===== src/rtl/time_align_pkg.sv =====
// rtl/time_align_pkg.sv - shared constants, types and slice helper for the N-stage time aligner
package time_align_pkg;

  localparam int TA_NUM_STAGES = 4;
  localparam int TA_SLICE_W    = 3;
  localparam int TA_CNT_W      = 8;

  typedef logic [TA_CNT_W-1:0] ta_cnt_t;

  // Bit offset of slice k in the packed word; slice 0 occupies the MSBs.
  function automatic int slice_lsb(input int k, input int num_stages, input int slice_w);
    return (num_stages - 1 - k) * slice_w;
  endfunction

endpackage


===== src/rtl/ta_delay_line.sv =====
// rtl/ta_delay_line.sv - fixed-depth shift register with a hold enable
module ta_delay_line #(
  parameter int DEPTH = 1,
  parameter int WIDTH = 1
) (
  input  logic             clk,
  input  logic             rst_n,
  input  logic             en,
  input  logic [WIDTH-1:0] din,
  output logic [WIDTH-1:0] dout
);

  logic [WIDTH-1:0] taps [DEPTH];

  always_ff @(posedge clk or negedge rst_n) begin
    if (!rst_n) begin
      for (int i = 0; i < DEPTH; i++) taps[i] <= '0;
    end else if (en) begin
      taps[0] <= din;
      for (int i = 1; i < DEPTH; i++) taps[i] <= taps[i-1];
    end
  end

  assign dout = taps[DEPTH-1];

endmodule


===== src/rtl/time_align_nstage.sv =====
// rtl/time_align_nstage.sv - re-aligns a word whose slices arrive one cycle apart, with tag checking
module time_align_nstage
  import time_align_pkg::*;
#(
  parameter int NUM_STAGES = TA_NUM_STAGES,
  parameter int SLICE_W    = TA_SLICE_W,
  parameter int CNT_W      = TA_CNT_W
) (
  input  logic                          clk_i,
  input  logic                          reset_i,
  input  logic [NUM_STAGES*SLICE_W-1:0] slice_i,
  input  logic [NUM_STAGES-1:0]         valid_i,
  input  logic                          stall_i,
  input  logic                          bypass_i,
  input  logic                          clr_err_i,
  output logic [NUM_STAGES*SLICE_W-1:0] dout_o,
  output logic                          valid_o,
  output logic [SLICE_W-1:0]            head_o,
  output logic                          err_o,
  output logic [CNT_W-1:0]              err_cnt_o,
  output logic                          primed_o
);

  localparam int WORD_W = NUM_STAGES * SLICE_W;
  localparam int FILL_W = $clog2(NUM_STAGES + 1);

  logic [WORD_W-1:0]     aligned;
  logic [NUM_STAGES-1:0] aligned_tag;
  logic [WORD_W-1:0]     sel_data;
  logic [NUM_STAGES-1:0] sel_tag;
  logic                  valid_n;
  logic                  err_n;
  logic [FILL_W-1:0]     fill_cnt;

  // Slice k waits NUM_STAGES-1-k cycles here; the output register adds the last one.
  for (genvar k = 0; k < NUM_STAGES; k++) begin : g_slice
    localparam int LSB   = slice_lsb(k, NUM_STAGES, SLICE_W);
    localparam int DEPTH = NUM_STAGES - 1 - k;
    if (DEPTH > 0) begin : g_dly
      logic [SLICE_W:0] dl_out;
      ta_delay_line #(.DEPTH(DEPTH), .WIDTH(SLICE_W + 1)) u_dly (
        .clk  (clk_i),
        .rst_n(reset_i),
        .en   (~stall_i),
        .din  ({valid_i[k], slice_i[LSB +: SLICE_W]}),
        .dout (dl_out)
      );
      assign aligned[LSB +: SLICE_W] = dl_out[SLICE_W-1:0];
      assign aligned_tag[k]          = dl_out[SLICE_W];
    end else begin : g_thru
      assign aligned[LSB +: SLICE_W] = slice_i[LSB +: SLICE_W];
      assign aligned_tag[k]          = valid_i[k];
    end
  end

  assign sel_data = bypass_i ? slice_i : aligned;
  assign sel_tag  = bypass_i ? valid_i : aligned_tag;
  assign valid_n  = &sel_tag;
  assign err_n    = (|sel_tag) & ~valid_n;

  always_ff @(posedge clk_i or negedge reset_i) begin
    if (!reset_i) begin
      dout_o   <= '0;
      valid_o  <= 1'b0;
      err_o    <= 1'b0;
      head_o   <= '0;
      fill_cnt <= '0;
    end else if (!stall_i) begin
      dout_o  <= sel_data;
      valid_o <= valid_n;
      err_o   <= err_n;
      head_o  <= slice_i[WORD_W-1 -: SLICE_W];
      if (fill_cnt != FILL_W'(NUM_STAGES)) fill_cnt <= fill_cnt + 1'b1;
    end
  end

  // Clear acts even while stalled and beats a same-edge increment.
  always_ff @(posedge clk_i or negedge reset_i) begin
    if (!reset_i) begin
      err_cnt_o <= '0;
    end else if (clr_err_i) begin
      err_cnt_o <= '0;
    end else if (!stall_i && err_n && (err_cnt_o != {CNT_W{1'b1}})) begin
      err_cnt_o <= err_cnt_o + 1'b1;
    end
  end

  assign primed_o = (fill_cnt == FILL_W'(NUM_STAGES));

endmodule


===== config.mk =====
export PLATFORM = sky130hd
export DESIGN_NAME = time_align_nstage
export DESIGN_NICKNAME = d
export VERILOG_FILES = /design/src/rtl/time_align_pkg.sv /design/src/rtl/ta_delay_line.sv /design/src/rtl/time_align_nstage.sv
export SDC_FILE = /design/constraint.sdc
export NUM_CORES = 1
export LEC_CHECK = 0
export BUFFER_PORTS_ARGS = -buffer_cell sky130_fd_sc_hd__buf_2
export CORE_ASPECT_RATIO = 0.9
export CORE_MARGIN = 5
export CORE_UTILIZATION = 51
export DETAILED_ROUTE_END_ITERATION = 10
export PLACE_DENSITY = 0.74
export SLEW_MARGIN = 20
export SYNTH_ARGS = -nofsm -noshare
export SYNTH_HDL_FRONTEND = slang
export SYNTH_SLANG_ARGS = --single-unit
export TNS_END_PERCENT = 50

===== constraint.sdc =====
create_clock -name clk_i -period 4.4 [get_ports clk_i]
set_input_delay 0.88 -clock clk_i [delete_from_list [all_inputs] [get_ports clk_i]]
set_output_delay 0.88 -clock clk_i [all_outputs]
set_load 0.05 [all_outputs]

==> impl_table.tex <==
\begin{tabular}{lr}
\hline
Metric & Value \\
\hline
\multicolumn{2}{l}{\textbf{Run status}} \\
\quad Outcome & finished clean \\
\multicolumn{2}{l}{\textbf{Finish}} \\
\quad Final cell area excluding filler cells & 0.00252 mm\^{}2 \\
\quad Multi-input gate area & 878 um\^{}2 \\
\quad Post-route insts no fill & 270 \\
\quad Area occupied by registers & 0.00123 mm\^{}2 \\
\quad \# nets final & 245 \\
\quad Ant. Diodes & 0 \\
\quad Count of fill cells added during filler insertion & 327 \\
\quad Highest-count cells in the layout ignoring fill and taps & dfrtp\_1 (49), buf\_2 (45), mux2\_2 (31) \\
\quad Area Overhead vs Synth & 15.0\% \\
\quad Commonest non-fill, non-tap cell in the layout & dfrtp\_1 \\
\quad Layout cell share with drive strength beyond 1 & 39.6\% \\
\multicolumn{2}{l}{\textbf{CTS}} \\
\quad CTS Hold Buffers Added & 0 \\
\quad Clock latency on the worst-skew pair & 0.30 ns \\
\quad Post-CTS setup buffer count & 0 \\
\quad TritonCTS clock tree & done \\
\quad \# resized after CTS & 0 \\
\quad Clock input transition at the sequential cells of the worst setup and hold paths & 0.08 ns \\
\quad Clock root cell & clkbuf\_8 \\
\quad TritonCTS Buffers & 5 \\
\quad Clock net sink count & 49 \\
\quad Max clock buf depth & 2 \\
\quad H-tree depth & 2 \\
\multicolumn{2}{l}{\textbf{Worst hold path}} \\
\quad Path category of the worst min-delay check & reg2reg \\
\multicolumn{2}{l}{\textbf{Placement}} \\
\quad Port-buffer cells & 46 \\
\quad Placed cell area & 0.00242 mm\^{}2 \\
\quad Weighted congestion at the end of routability-driven global placement & 0.779 \\
\quad DP Cell Count & 262 \\
\quad HPWL after detailed placement & 2660 um \\
\multicolumn{2}{l}{\textbf{Floorplanning}} \\
\quad Height of the chip & 72.3 um \\
\quad Placement row count & 22 \\
\quad Die Outline Area & 0.00572 mm\^{}2 \\
\quad Core Box Area & 0.00413 mm\^{}2 \\
\quad I/O pin count & 47 \\
\quad Starting density of the core & 53.2\% \\
\quad Die boundary width & 79.2 um \\
\multicolumn{2}{l}{\textbf{Detailed routing}} \\
\quad Residual DRC & 0 \\
\quad Overall routed net length & 3760 um \\
\quad Initial detailed-routing violation count & 78 \\
\quad Average via count per standard cell & 5.43 \\
\quad First-pass detailed-route iteration total & 4 \\
\quad Remaining antenna violation count after routing & 0 \\
\quad Routed length per instance & 13.9 um \\
\quad Via Count & 1465 \\
\multicolumn{2}{l}{\textbf{Timing}} \\
\quad Number of pins exceeding their max-slew limit in the final report & 0 \\
\quad Aggregate negative setup slack & 0 ns \\
\quad Part of the cycle the worst path needs & 52.6\% \\
\quad Unrepaired setup endpoints after global routing & no \\
\quad Setup-failing EPs final & 0 \\
\quad Achievable clock frequency & 0.432 GHz \\
\quad Transition at the pin with the smallest max-transition slack & 0.883 ns \\
\quad Post-Route Skew & 0.00465 ns \\
\quad Final Hold Fails & 0 \\
\quad Worst relative slew slack & 41.1\% \\
\quad Min Tclk post-route & 2.32 ns \\
\multicolumn{2}{l}{\textbf{Global routing}} \\
\quad Met1 track demand over resource in global routing & 17.6\% \\
\quad Met2 Use GR & 23.2\% \\
\quad Global router's overall resource usage & 14.4\% \\
\quad M3 GR Usage & 4.47\% \\
\quad Pin count of the biggest net entering global routing & 51 \\
\quad First-pass GRT wire length & 6450 um \\
\quad Most congested layer reported by global routing & met2 \\
\quad Vias in the first global route & 1454 \\
\quad Final global-route overflow total & 0 \\
\quad Number of antenna violations at the first check in global routing & 0 \\
\multicolumn{2}{l}{\textbf{Logic synthesis}} \\
\quad Total number of yosys warnings & 0 \\
\quad Post-synth top flop & dfrtp\_1 \\
\quad Average cell area after synthesis & 12.3 um\^{}2 \\
\quad Post-Synthesis Cells & 179 \\
\quad Cell types occupying the most area after synthesis & dfrtp\_1 (56\%), mux2\_2 (16\%), mux2i\_1 (5.9\%) \\
\quad Async S/R FF share, synth & 100\% \\
\quad Post-Syn Area & 0.00220 mm\^{}2 \\
\quad Sequential element share of the synthesized area & 55.8\% \\
\quad Number of distinct library cells after synthesis & 30 \\
\quad Number of flip-flops and latches in the synthesized netlist & 49 \\
\quad Number of enable flip-flop cells after synthesis & 0 \\
\quad Top cell type by total area after synthesis & dfrtp\_1 \\
\quad Share of Yosys cell area claimed by the top area cell type & 55.8\% \\
\quad Net count after synthesis & 203 \\
\multicolumn{2}{l}{\textbf{Critical path}} \\
\quad Endpoint arrival time on the critical path & 2.53 ns \\
\quad Crit path launch type & input pin \\
\quad Critical path's largest stage delay & 0.52 ns \\
\quad Kind of critical path & in2reg \\
\quad Worst path cell trace & buf\_2 -> mux2i\_1 -> a41o\_1 -> or4\_1 -> a221oi\_2 \\
\quad Largest fanout on the critical path & 12 \\
\quad Crit path max-delay cell type & or4\_1 \\
\quad Nature of the critical path endpoint & flop \\
\quad Endpoint required time on the critical path & 4.61 ns \\
\multicolumn{2}{l}{\textbf{Pwr}} \\
\quad Power per cell area & 431 mW/mm\^{}2 \\
\quad Static leakage power & 1.21 nW \\
\quad Sum of internal, switching and leakage power & 1.09 mW \\
\quad Maximum VDD drop & 0.000275 V \\
\multicolumn{2}{l}{\textbf{Flow run}} \\
\quad Number of max-cap violations & 0 \\
\hline
\end{tabular}
cells by family after synthesis:
family                     count (synthesis)  synth area share, %
DFF                                       49                 55.8
AOI/OAI and AO/OA                         21                 5.87
xor gates and xnor gates                   1                0.399
buffers and inverters                     17                 4.16
adders and majority gates                  3                 1.71
and+or+nand+nor                           44                 10.2
muxes                                     44                 21.8
layer usage:
layer  part of all wire, %  up-vias
met2                    45       46
li1                      -      708
met1                    46      702
met3                   6.4        9
met4                   2.2        0
met5                     0        -
report_power, final:
part	internal, mW	switching, mW
combinational	0.0905	0.172
clock	0.142	0.142
sequential	0.511	0.0314
worst max-delay path: cells and delay by family:
| kind | cells | cell delay (ns) |
|---|---|---|
| AOI/OAI and AO/OA | 2 | 0.64 |
| buffers and inverters | 1 | 0.32 |
| muxes | 1 | 0.15 |
| and+or+nand+nor | 1 | 0.52 |
final timing paths:
kind | from | slack [ns] | cells past startpoint | to
max in group asynchronous | reset_i | 3.43 | 1 | head_o[0]
min in group asynchronous | reset_i | 0.58 | 1 | dout_o[0]
min reg2reg | err_o | 0.48 | 1 | err_o
max reg2reg | err_cnt_o[2] | 2.62 | 4 | err_cnt_o[7]
min | err_o | 0.48 | 1 | err_o
max | bypass_i | 2.08 | 5 | err_cnt_o[6]
final cells by class:
cell class | instances | share of cell area (%)
flip-flops and latches | 49 | 48.6
multi-input cells | 113 | 34.8
repair buffers | 47 | 9.51
clock buffers | 7 | 3.82
well taps | 48 | 2.38
inverters | 5 | 0.743
clock inverters | 1 | 0.198
metrics by stage:
step | hold slack [ns] | setup WS [ns] | util, %
5_1_grt | 0.507 | 1.95 | 61.2
3_3_place_gp | 0.459 | 1.79 | 58.6
2_1_floorplan | 0.475 | 2.09 | -
4_1_cts | 0.484 | 2.09 | 61.1
6_report | 0.479 | 2.08 | 61.2
3_5_place_dp | 0.464 | 1.78 | 58.6
cells in the mapped netlist (2+ instances only):
master    number
dfrtp_1       49
nand2_1       14
buf_4          3
o31ai_1        2
o21ai_0       12
nor2b_1        5
nor4_1         5
inv_1          5
nand3_1        3
a21oi_1        3
mux2i_1       13
or4_1          3
mux2_2        31
nor2_1         7
nand2b_1       2
ha_1           3
buf_1          3
clkbuf_1       3
buf_6          2
flip-flops by register name (all words and copies together) (netlist names):
register,flops
dout_o,12
g_slice.g_dly.u_dly.taps,10
err_o,1
head_o,2
err_cnt_o,8
valid_o,1
g_slice.g_dly.u_dly.dout,12
fill_cnt,3
(Power assumes the default switching activity.)
